--- config.mk ---
export PLATFORM = sky130hd
export DESIGN_NAME = qam_demapper_mq
export DESIGN_NICKNAME = d
export VERILOG_FILES = /design/src/rtl/qam_demapper_mq.sv
export SDC_FILE = /design/constraint.sdc
export NUM_CORES = 1
export LEC_CHECK = 0
export BUFFER_PORTS_ARGS = -buffer_cell sky130_fd_sc_hd__buf_4
export CORE_UTILIZATION = 45
export DETAILED_ROUTE_END_ITERATION = 12
export GPL_TIMING_DRIVEN = 0
export PLACE_DENSITY = 0.69
export SETUP_SLACK_MARGIN = 0.05
export SYNTH_ARGS = -nofsm -noshare
export SYNTH_HDL_FRONTEND = slang
export SYNTH_SLANG_ARGS = --single-unit
export TNS_END_PERCENT = 100
--- constraint.sdc ---
create_clock -name sclk -period 2.4 [get_ports sclk]
set_input_delay 0.12 -clock sclk [delete_from_list [all_inputs] [get_ports sclk]]
set_output_delay 0.12 -clock sclk [all_outputs]
set_load 0.03 [all_outputs]
--- src/rtl/qam_demapper_mq.sv ---
// Hard-decision square M-QAM demapper: optional DC-offset calibration, per-axis
// Gray-coded decision and MSB-first serialisation of the 2*B-bit symbol word.
module qam_demapper_mq #(
  parameter int IN_W      = 8,
  parameter int B         = 2,
  parameter int STEP_LOG2 = 4,
  parameter int CAL_LOG2  = 2
) (
  input  logic                   sclk,
  input  logic                   rst,
  input  logic                   en,
  input  logic                   cal,
  input  logic                   sym_valid,
  output logic                   sym_ready,
  input  logic signed [IN_W-1:0] I_in,
  input  logic signed [IN_W-1:0] Q_in,
  output logic                   data_out,
  output logic                   data_valid,
  output logic                   sym_start,
  output logic                   cal_done
);

  localparam int L    = 1 << B;
  localparam int W2   = 2 * B;
  localparam int AW   = IN_W + CAL_LOG2;
  localparam int BC_W = $clog2(W2) + 1;

  localparam logic signed [IN_W:0]   C_MAX  = {2'b00, {(IN_W-1){1'b1}}};
  localparam logic signed [IN_W:0]   C_MIN  = {2'b11, {(IN_W-1){1'b0}}};
  localparam logic signed [IN_W+1:0] K_MAX  = (IN_W+2)'(L - 1);
  localparam logic signed [IN_W+1:0] K_HALF = (IN_W+2)'(L / 2);

  typedef enum logic [1:0] {IDLE, CAL, LOAD, SHIFT} state_t;

  state_t                 state, state_nx;
  logic signed [IN_W-1:0] i_r, q_r;
  logic signed [IN_W-1:0] off_i, off_q;
  logic signed [AW-1:0]   acc_i, acc_q;
  logic signed [AW-1:0]   sum_i, sum_q;
  logic [CAL_LOG2-1:0]    cnt;
  logic [W2-1:0]          sr;
  logic [BC_W-1:0]        bitcnt;
  logic                   cal_done_r;
  logic                   accept;
  logic                   cal_last;
  logic                   last_bit;

  // Offset-correct, saturate, slice into one of L levels, then Gray-code.
  function automatic logic [B-1:0] decide(input logic signed [IN_W-1:0] s,
                                          input logic signed [IN_W-1:0] off);
    logic signed [IN_W:0]   c;
    logic signed [IN_W-1:0] cs;
    logic signed [IN_W-1:0] sh;
    logic signed [IN_W+1:0] k;
    logic [B-1:0]           kb;
    c = {s[IN_W-1], s} - {off[IN_W-1], off};
    if (c > C_MAX)      cs = C_MAX[IN_W-1:0];
    else if (c < C_MIN) cs = C_MIN[IN_W-1:0];
    else                cs = c[IN_W-1:0];
    sh = cs >>> (STEP_LOG2 + 1);
    k  = {{2{sh[IN_W-1]}}, sh} + K_HALF;
    if (k[IN_W+1])      kb = '0;
    else if (k > K_MAX) kb = '1;
    else                kb = k[B-1:0];
    return kb ^ (kb >> 1);
  endfunction

  assign sym_ready  = rst & en & ((state == IDLE) | (state == CAL));
  assign accept     = sym_valid & sym_ready;
  assign sum_i      = acc_i + {{CAL_LOG2{I_in[IN_W-1]}}, I_in};
  assign sum_q      = acc_q + {{CAL_LOG2{Q_in[IN_W-1]}}, Q_in};
  assign cal_last   = (state == CAL) & accept & (cnt == '1);
  assign last_bit   = (bitcnt == BC_W'(W2 - 1));

  assign data_out   = sr[W2-1];
  assign data_valid = en & (state == SHIFT);
  assign sym_start  = data_valid & (bitcnt == '0);
  assign cal_done   = cal_done_r;

  always_comb begin
    state_nx = state;
    case (state)
      IDLE: begin
        if (en) begin
          if (cal)         state_nx = CAL;
          else if (accept) state_nx = LOAD;
        end
      end
      CAL:     if (cal_last)          state_nx = IDLE;
      LOAD:    if (en)                state_nx = SHIFT;
      SHIFT:   if (en && last_bit)    state_nx = IDLE;
      default:                        state_nx = IDLE;
    endcase
  end

  always_ff @(posedge sclk or negedge rst) begin
    if (!rst) state <= IDLE;
    else      state <= state_nx;
  end

  always_ff @(posedge sclk or negedge rst) begin
    if (!rst) begin
      i_r        <= '0;
      q_r        <= '0;
      off_i      <= '0;
      off_q      <= '0;
      acc_i      <= '0;
      acc_q      <= '0;
      cnt        <= '0;
      sr         <= '0;
      bitcnt     <= '0;
      cal_done_r <= 1'b0;
    end else begin
      cal_done_r <= cal_last;
      if (en) begin
        case (state)
          IDLE: begin
            if (!cal && accept) begin
              i_r <= I_in;
              q_r <= Q_in;
            end
          end
          CAL: begin
            if (accept) begin
              if (cnt == '1) begin
                // Upper IN_W bits of the sum are the floor-divided mean.
                off_i <= sum_i[AW-1:CAL_LOG2];
                off_q <= sum_q[AW-1:CAL_LOG2];
                acc_i <= '0;
                acc_q <= '0;
                cnt   <= '0;
              end else begin
                acc_i <= sum_i;
                acc_q <= sum_q;
                cnt   <= cnt + CAL_LOG2'(1);
              end
            end
          end
          LOAD: begin
            sr     <= {decide(i_r, off_i), decide(q_r, off_q)};
            bitcnt <= '0;
          end
          SHIFT: begin
            sr     <= sr << 1;
            bitcnt <= bitcnt + BC_W'(1);
          end
          default: ;
        endcase
      end
    end
  end

endmodule

==> results.py, run 1 <==
metrics = {
    "outcome": {
        "status": "finished clean",
    },
    "clock_network": {
        "cts_sinks": 64,
        "cts_buffer_depth": 2,
        "cts_tree": "done",
        "clk_pin_slew_ns": 0.07,
        "htreeDepth": 3,
        "clock-root-buffer": "clkbuf_8",
        "insertion_delay_ns": 0.35,
        "cts_buffers": 9,
    },
    "synth": {
        "synth_seq_cells": 64,
        "syn_nets": 460,
        "yosysWarnings": 0,
        "yosys.area.top_type": "dfrtp_1",
        "synth_ff_type": "dfrtp_1",
        "async_flop_share": 1.00,
        "yosysMostFrequentCell": "dfrtp_1",
        "synth_top_area_share": 0.402,
        "synth-edff-count": 0,
        "seq_area_frac_synth": 0.402,
        "ys_types": 55,
        "synth.avg_cell_area_um2": 10.0,
        "netlist_area_mm2": 0.00399,
        "synthCells": 397,
        "yosys-top-cells-area": "dfrtp_1 40%, ha_1 12%, mux2_2 6.5%",
        "synth_top_cells_by_count": "64 x dfrtp_1, 38 x ha_1, 36 x nand2_1",
    },
    "place": {
        "pre_cts_slack_ns": -0.208,
        "routabilityCongestion": 0.864,
        "portBuffers": 25,
        "dp.cells": 527,
        "hpwl_um": 6280,
        "dpl_cell_area_mm2": 0.00431,
    },
    "timing": {
        "worstMarginPinSlew_ns": 0.617,
        "max_freq_mhz": 444,
        "hold_slack_ns": 0.0220,
        "finalSetupViolations": 0,
        "drv_slew": 0,
        "slew_headroom": 0.589,
        "fin_skew_ns": 0.0110,
        "final.min_clock_period_ns": 2.25,
        "post-route-period-util": 0.938,
        "hold_viol": 0,
        "fin_ws_ns": 0.148,
        "rsz0062_at_grt": "true",
    },
    "power_and_ir_drop": {
        "p_seq_frac": 0.301,
        "internal-power_mw": 3.53,
        "p_switching_mw": 2.41,
        "power.share.combinational": 0.547,
        "clockPowerShare": 0.152,
        "p_leak_nw": 2.24,
        "power_density_mw_per_mm2": 1290,
        "ir_drop_v": 0.000593,
        "swShare": 0.405,
        "total_power_mw": 5.94,
    },
    "global_routing": {
        "grt_pass1_vias": 3009,
        "grt.total_usage": 0.204,
        "grt_pass1_wl_um": 14000,
        "antenna_found_initial": 0,
        "grt_overflow": 0,
        "grt_max_degree": 66,
    },
    "worst_setup_path": {
        "worstPathArrival_ns": 2.48,
        "critPathCaptureType": "flip-flop",
        "path_max_fanout": 2,
        "crit_required_ns": 2.63,
        "cp-start-kind": "flip-flop",
        "path_class": "reg -> reg",
    },
    "detailed_routing": {
        "drt_iter0_markers": 163,
        "via_per_inst": 5.60,
        "drc": 0,
        "routed_wl_um": 8700,
        "wl_per_cell_um": 15.9,
        "vias": 3068,
        "dr.pass1.iters": 4,
        "ant_nets": 0,
    },
    "finish": {
        "fillCellCount": 751,
        "final_area_mm2": 0.00462,
        "drive_gt1_frac": 0.212,
        "num_antenna_cells": 0,
        "synthToLayoutAreaGrowth_pct": 15.8,
        "finalNonFillerCells": 548,
        "fin_nets": 502,
    },
    "die": {
        "core_area_mm2": 0.00838,
        "initial_core_util": 0.476,
        "die-area_mm2": 0.00924,
        "die_x_um": 96.1,
        "ioPinCount": 26,
        "rows": 33,
        "die_h_um": 96.1,
    },
    "run": {
        "maxCapViolations": 0,
    },
    "worst_hold_path": {
        "worst_hold_path_type": "in -> reg",
    },
}
-- repair_timing --
item,in CTS,in global routing
pin swaps,1,6
endpoints found under the hold margin,64,64
setup endpoints to repair,3,9
setup buffers,1,3
resized for setup,2,10
-- state kept, by name, indices dropped and copies added (netlist names), 2 cells and up --
name / count
cnt: 2
off_q: 8
off_i: 8
sr: 4
acc_i: 10
acc_q: 10
state: 2
q_r: 8
i_r: 8
bitcnt: 3
-- power by group through the flow --
stage	Sequential, mW	Combinational (mW)	Clock (mW)
global route	1.85	3.63	0.952
detailed placement	1.81	3.07	0
finish	1.79	3.24	0.903
floorplan	1.75	2.44	0
CTS	1.79	3.13	0.914
global placement	1.79	2.94	0
-- logic make-up (layout without fill, tap and decap cells) --
kind of cell,count (synthesis),after routing,share of synthesized area
simple gates,113,113,0.145
compound gates,94,94,0.162
flops,64,64,0.402
fa+ha+maj,42,42,0.139
buf+inv,39,85,0.0380
mux,24,24,0.0675
xor+xnor,21,21,0.0461
-- through the flow --
stage / TNS [ns] / utilization
after detailed placement: -0.818 / 0.514
after floorplan: 0 / -
final: 0 / 0.551
after global routing: 0 / 0.551
after CTS: 0 / 0.539
after global placement: -0.733 / 0.514
-- cells in the final DEF, fill, tap and decap left out, types with 8 or more instances in the layout --
master / synthesis / final
o21ai_0: 31 / 31
buf_4: 0 / 28
ha_1: 38 / 37
nor2_1: 21 / 21
a22o_1: 11 / 11
nand3_1: 8 / 8
clkbuf_8: 0 / 13
xnor2_1: 16 / 16
inv_1: 26 / 26
a21oi_1: 9 / 9
nand2b_1: 10 / 10
dfrtp_1: 64 / 64
nand2_1: 36 / 36
mux2_2: 23 / 23
a21o_1: 10 / 10
-- cell type report --
class | instances | area [um^2] | area share
multi-input cells | 294 | 2280 | 0.494
well taps | 105 | 131 | 0.0285
plain buffers | 12 | 50.0 | 0.0108
inverters | 27 | 101 | 0.0220
repair buffers | 31 | 259 | 0.0561
clock inverters | 2 | 12.5 | 0.00271
flip-flops and latches | 64 | 1600 | 0.347
clock buffers | 13 | 179 | 0.0388
-- critical path, stage by stage, from the launching register on --
cell and delay [ns]:
dfrtp_1 0.38, ha_1 0.22, fa_2 0.36, a21o_1 0.20
a21oi_2 0.18, o21ai_1 0.12, o41ai_2 0.25, xnor2_1 0.15
mux2_2 0.28
-- final timing paths --
path                                 startpoint                   end  slack, ns  depth (start not counted)
max                        acc_i[0]$_DFFE_PN0P_  off_i[6]$_DFFE_PN0P_       0.15                          8
min reg2reg                off_i[0]$_DFFE_PN0P_  off_i[0]$_DFFE_PN0P_       0.49                          2
max in group asynchronous                   rst  acc_q[5]$_DFFE_PN0P_       1.78                          3
min                                     Q_in[0]    q_r[0]$_DFFE_PN0P_       0.02                          2
min in group asynchronous                   rst    i_r[2]$_DFFE_PN0P_       0.35                          3
max reg2reg                acc_i[0]$_DFFE_PN0P_  off_i[6]$_DFFE_PN0P_       0.15                          8
-- per-layer routing --
layer  vias to the layer above  global-route usage  wire [um]
li1                       1502                   -          -
met1                      1487               0.263       3950
met2                        61               0.339       4230
met3                        18              0.0261        316
met4                         0              0.0983        204
met5                         -                   0          0
Power figures use the tool's default switching activity.
==> run 2: changes to the inputs <==
- CORE_UTILIZATION: 45 -> 61
- PLACE_DENSITY: 0.69 -> 0.87
==> run 2 against run 1 <==
Net effect: global-route usage increased by 6.5 points; fmax decreased by 0.32%; register-to-register slack about the same; clock-buffer cell count unchanged; cell area decreased by 1.3%; first-iteration DRC count increased by 18%; worst setup slack got worse by 0.0071 ns; sequential share of layout area increased by 0.46 points; critical path type unchanged; largest cell class unchanged; largest power group unchanged; highest routed layer unchanged.
==> results.py, run 2 (synthesis results as in run 1) <==
metrics = {
    "timing": {
        "finalSetupViolations": 0,
        "fin_skew_ns": 0.00943,
        "drv_slew": 0,
        "fin_ws_ns": 0.141,
        "worstMarginPinSlew_ns": 0.564,
        "max_freq_mhz": 443,
        "hold_viol": 0,
        "post-route-period-util": 0.941,
        "slew_headroom": 0.624,
        "final.min_clock_period_ns": 2.26,
        "rsz0062_at_grt": "true",
    },
    "finish": {
        "fin_util": 0.722,
        "reg.largest.list": "acc_i: 10 flops, acc_q: 10 flops",
        "final_common_cell": "dfrtp_1",
        "drive_gt1_frac": 0.208,
        "mostFrequentLayoutCells": "64 x dfrtp_1, 36 x nand2_1, 35 x ha_1, 31 x o21ai_0, 28 x buf_4",
        "finalNonFillerCells": 520,
        "synthToLayoutAreaGrowth_pct": 14.2,
        "final_area_mm2": 0.00456,
        "fin_nets": 503,
        "num_antenna_cells": 0,
    },
    "run": {
        "maxCapViolations": 0,
    },
    "power_and_ir_drop": {
        "internal-power_mw": 3.44,
        "power.share.combinational": 0.558,
        "ir_drop_v": 0.000712,
        "p_leak_nw": 2.22,
        "p_seq_frac": 0.306,
        "clockPowerShare": 0.136,
        "p_switching_mw": 2.47,
        "swShare": 0.418,
        "power_density_mw_per_mm2": 1300,
    },
    "worst_setup_path": {
        "cp-start-kind": "flip-flop",
        "worstPathArrival_ns": 2.49,
        "path_max_fanout": 2,
        "reg2reg_from": "acc_i[0]$_DFFE_PN0P_",
        "cp-startpoint": "acc_i[0]$_DFFE_PN0P_",
        "crit_required_ns": 2.63,
        "critPathCaptureType": "flip-flop",
        "path_class": "reg -> reg",
    },
    "place": {
        "portBuffers": 25,
        "pre_cts_slack_ns": -0.148,
        "routabilityCongestion": 0.814,
        "hpwl_um": 6260,
        "dpl_cell_area_mm2": 0.00427,
        "dp.cells": 499,
    },
    "clock_network": {
        "cts_tree": "done",
        "clock-root-buffer": "clkbuf_8",
        "cts_buffers": 9,
        "htreeDepth": 3,
        "cts_buffer_depth": 2,
        "insertion_delay_ns": 0.35,
        "clk_pin_slew_ns": 0.07,
        "cts_sinks": 64,
    },
    "die": {
        "initial_core_util": 0.632,
        "die_x_um": 82.9,
        "ioPinCount": 26,
        "core_area_mm2": 0.00631,
        "die_h_um": 82.9,
        "die-area_mm2": 0.00686,
        "rows": 29,
    },
    "global_routing": {
        "grt_pass1_vias": 3161,
        "grt.total_usage": 0.269,
        "grt_overflow": 0,
        "grt_max_degree": 66,
        "grt_pass1_wl_um": 14600,
        "antenna_found_initial": 0,
    },
    "worst_hold_path": {
        "worst_hold_path_type": "in -> reg",
        "hp-start": "I_in[2]",
    },
    "detailed_routing": {
        "dr.pass1.iters": 4,
        "routed_wl_um": 8990,
        "vias": 3105,
        "via_per_inst": 5.97,
        "ant_nets": 0,
        "wl_per_cell_um": 17.3,
        "drt_iter0_markers": 192,
        "drc": 0,
    },
    "outcome": {
        "status": "finished clean",
    },
}
## run 2: cell types whose count changed in the layout (fill, tap and decap cells not counted), moves of 2 or more
cell and delta:
clkbuf_1 +3, clkbuf_8 -3, ha_1 -2, ha_2 +2
## run 2: metrics by stage
step	setup TNS, ns	total power [mW]	hold WS, ns
floorplan	0	4.19	-0.176
global placement	-0.521	4.68	0.261
detailed placement	-0.578	4.88	0.267
CTS	0	5.74	-0.107
global route	0	6.37	0.00690
finish	0	5.91	0.0116
## run 2: repair_timing
item / CTS / global route
resized for setup: 2 / 12
setup endpoints to repair: 3 / 8
endpoints found under the hold margin: 65 / 64
pin swaps: 1 / 10
hold buffers: 1 / 2
buffers inserted: 1 / 3
## run 2: power groups by stage
stage	Combinational (mW)	Clock (mW)	Sequential, mW
CTS	3.13	0.802	1.80
detailed placement	3.07	0	1.81
finish	3.30	0.801	1.81
global placement	2.90	0	1.78
global route	3.66	0.849	1.86
floorplan	2.44	0	1.75
## run 2: worst paths after layout
kind	end	slack (ns)	cells after the start
min	i_r[2]$_DFFE_PN0P_	0.01	2
max in group asynchronous	i_r[6]$_DFFE_PN0P_	1.78	3
min in group asynchronous	q_r[1]$_DFFE_PN0P_	0.35	3
max	off_i[6]$_DFFE_PN0P_	0.14	8
min reg2reg	off_i[7]$_DFFE_PN0P_	0.49	2
max reg2reg	off_i[6]$_DFFE_PN0P_	0.14	8
## run 2: worst max-delay path: stages (launching register included)
cell and delay (ns):
dfrtp_1 0.38, ha_2 0.19, fa_2 0.35, a21o_1 0.19
a21oi_2 0.18, o21ai_2 0.10, o41ai_2 0.32, xnor2_1 0.14
mux2_2 0.27
## run 2: per-layer routing
layer | vias up | wire length (um) | share of wire | global-route usage
li1 | 1506 | - | - | -
met3 | 14 | 388 | 0.043 | 0.0577
met5 | - | 0 | 0 | 0
met1 | 1524 | 3890 | 0.43 | 0.337
met2 | 61 | 4560 | 0.51 | 0.459
met4 | 0 | 146 | 0.016 | 0.102
## run 2: layout make-up
class                           count  area (um^2)
Buffer                             12         50.0
Clock buffer                       13          149
Clock inverter                      1         5.00
Fill cell                         474         1760
Inverter                           27          101
Multi-Input combinational cell    294         2280
Sequential cell                    64         1600
Tap cell                           77         96.3
Timing Repair Buffer               32          269
==> run 3: changes to the inputs <==
- ABC_AREA: not set -> 1
- CORE_UTILIZATION: 61 -> 62
- PLACE_DENSITY: 0.87 -> 0.88
==> run 3 against run 2 <==
Net effect: non-clock buffer count fell by 9; combinational power is 21% lower; register-to-register slack better by 0.20 ns; clock power up 2%; hold slack improved by 0.013 ns; die area grew 6.0%; fmax up 3.0%; worst setup slack better by 0.065 ns; critical path depth is the same; flip-flop and latch count unchanged; critical endpoint is now q_r[7]$_DFFE_PN0P_; largest cell class unchanged; highest routed layer unchanged.
==> results.py, run 3 <==
metrics = {
    "timing": {
        "slew_headroom": 0.443,
        "final.min_clock_period_ns": 2.19,
        "hold_slack_ns": 0.0242,
        "rsz0062_at_grt": "false",
        "worstMarginPinSlew_ns": 0.835,
        "max_freq_mhz": 456,
        "hold_viol": 0,
        "drv_slew": 0,
        "finalSetupViolations": 0,
        "post-route-period-util": 0.914,
        "fin_skew_ns": 0.00903,
        "fin_ws_ns": 0.206,
        "fin_tns_setup_ns": 0,
    },
    "synth": {
        "yosys.area.top_type": "dfrtp_1",
        "synth_top_area_share": 0.372,
        "synth_simple_gate_area_share": 0.228,
        "synth_ff_type": "dfrtp_1",
        "synth-adder-area-share": 0.129,
        "ys_types": 39,
        "synth_compound_area_frac": 0.116,
        "seq_area_frac_synth": 0.372,
        "synth_top_cells_by_count": "141 x nand2_1, 69 x inv_1, 64 x dfrtp_1",
        "yosysWarnings": 0,
        "syn_nets": 577,
        "yosys.area_share.xor_xnor": 0.0244,
        "synthCells": 514,
        "async_flop_share": 1.00,
        "synth_mux_area_frac": 0.0419,
        "netlist_area_mm2": 0.00430,
        "yosysMostFrequentCell": "nand2_1",
        "synth.avg_cell_area_um2": 8.37,
        "yosys-top-cells-area": "dfrtp_1 37%, nand2_1 12%, ha_1 11%",
        "synth_seq_cells": 64,
        "synth-edff-count": 0,
        "synth_top_family_by_area": "simple AND/OR/NAND/NOR gates",
    },
    "worst_setup_path": {
        "reg2reg_slack_ns": 0.34,
        "crit_required_ns": 2.62,
        "r2r-end": "sr[0]$_DFFE_PN0P_",
        "cp_slowest_cell": "buf_4",
        "path_class": "in -> reg",
        "r2r_cells": 11,
        "path_max_fanout": 65,
        "reg2reg_from": "q_r[0]$_DFFE_PN0P_",
        "cp-start-kind": "input pin",
        "slowest_delay_ns": 0.64,
        "critPathCaptureType": "flip-flop",
        "worstPathArrival_ns": 2.42,
        "crit_chain": "dlygate4sd3_1 > buf_4 > nand2_2 > nor2_4 > nand2_4 > nor3_4 > buf_12 > mux2_4",
    },
    "place": {
        "dp.cells": 616,
        "portBuffers": 25,
        "dpl_cell_area_mm2": 0.00459,
        "pre_cts_slack_ns": 0.356,
        "hpwl_um": 7030,
        "routabilityCongestion": 0.854,
    },
    "clock_network": {
        "clock-root-buffer": "clkbuf_8",
        "clk_pin_slew_ns": 0.07,
        "cts_sinks": 64,
        "insertion_delay_ns": 0.34,
        "cts_buffer_depth": 2,
        "cts_tree": "done",
        "post_cts_resized": 0,
        "htreeDepth": 3,
        "cts_buffers": 9,
        "post_cts_buffers": 0,
    },
    "die": {
        "die_h_um": 85.3,
        "rows": 29,
        "core_area_mm2": 0.00653,
        "die_x_um": 85.3,
        "die-area_mm2": 0.00728,
        "initial_core_util": 0.659,
        "ioPinCount": 26,
    },
    "worst_hold_path": {
        "hp-start": "Q_in[0]",
        "hold_depth": 3,
        "hold_path_end": "q_r[0]$_DFFE_PN0P_",
        "worst_hold_path_type": "in -> reg",
    },
    "finish": {
        "multi_input_area_mm2": 0.00232,
        "seq_area_mm2": 0.00160,
        "num_antenna_cells": 0,
        "final_area_mm2": 0.00476,
        "fin_nets": 614,
        "reg.largest.list": "acc_i: 10 flops, acc_q: 10 flops",
        "synthToLayoutAreaGrowth_pct": 10.7,
        "fillCellCount": 478,
        "finalNonFillerCells": 633,
        "mostFrequentLayoutCells": "141 x nand2_1, 69 x inv_1, 64 x dfrtp_1, 38 x ha_1, 37 x nand3_1",
        "final_common_cell": "nand2_1",
        "fin_util": 0.729,
        "drive_gt1_frac": 0.138,
    },
    "power_and_ir_drop": {
        "p_leak_nw": 2.59,
        "ir_drop_v": 0.000614,
        "power_density_mw_per_mm2": 1090,
        "total_power_mw": 5.17,
    },
    "global_routing": {
        "grt_max_degree": 66,
        "grt_pass1_wl_um": 15900,
        "grt_overflow": 0,
        "grt_pass1_vias": 3523,
        "grt.total_usage": 0.281,
        "antenna_found_initial": 0,
    },
    "run": {
        "maxCapViolations": 0,
    },
    "detailed_routing": {
        "vias": 3581,
        "ant_nets": 0,
        "dr.pass1.iters": 4,
        "drc": 0,
        "wl_per_cell_um": 14.8,
        "routed_wl_um": 9350,
        "drt_iter0_markers": 256,
        "via_per_inst": 5.66,
    },
    "outcome": {
        "status": "finished clean",
    },
}
[run 3: cell type report]
| cell class | count | area share |
|---|---|---|
| multi-input combinational | 368 | 0.487 |
| buffer | 9 | 0.0218 |
| inverter | 73 | 0.0583 |
| timing repair buffer | 26 | 0.0415 |
| clock buffer | 12 | 0.0305 |
| sequential | 64 | 0.336 |
| tap | 77 | 0.0202 |
| clock inverter | 4 | 0.00420 |
[run 3: per-layer routing]
layer / wire length (um) / track usage / vias to the layer above
met5: 0 / 0 / -
met4: 148 / 0.0970 / 0
met3: 415 / 0.0554 / 16
met2: 4420 / 0.462 / 107
met1: 4370 / 0.373 / 1695
li1: - / - / 1763
[run 3: how the worst max path moves through the flow]
stage	cells after the start	slack, ns	startpoint	to
2_1_floorplan	4	0.62	state[1]$_DFFE_PN0P_	sym_start
3_3_place_gp	7	0.41	rst	q_r[6]$_DFFE_PN0P_
3_5_place_dp	7	0.36	rst	q_r[7]$_DFFE_PN0P_
4_1_cts	8	0.16	rst	q_r[7]$_DFFE_PN0P_
5_1_grt	8	0.06	rst	i_r[7]$_DFFE_PN0P_
6_report	8	0.21	rst	q_r[7]$_DFFE_PN0P_
[run 3: kinds of logic (layout without fill, tap and decap cells)]
| kind of cell | after synthesis | count (layout) |
|---|---|---|
| AND/OR/NAND/NOR | 219 | 219 |
| AO/OA/AOI/OAI | 83 | 83 |
| buffers and inverters | 82 | 124 |
| flip-flops | 64 | 64 |
| adder cells (fa/ha/maj) | 42 | 42 |
| XOR/XNOR | 12 | 12 |
| multiplexers | 12 | 12 |
[run 3: power breakdown]
group | total [mW] | internal (mW) | switching (mW)
clock | 0.814 | 0.397 | 0.417
combinational | 2.62 | 1.03 | 1.59
sequential | 1.73 | 1.48 | 0.248
total | 5.17 | 2.91 | 2.26
[run 3: what timing repair did]
action,CTS,global route
endpoints found under the setup margin,0,0
endpoints found under the hold margin,64,0
hold buffers,1,0
[run 3: worst max-delay path: cells and delay by family]
family | cells | cell delay (ns)
and+or+nand+nor | 4 | 0.59
muxes | 1 | 0.31
buffers and inverters | 3 | 1.36
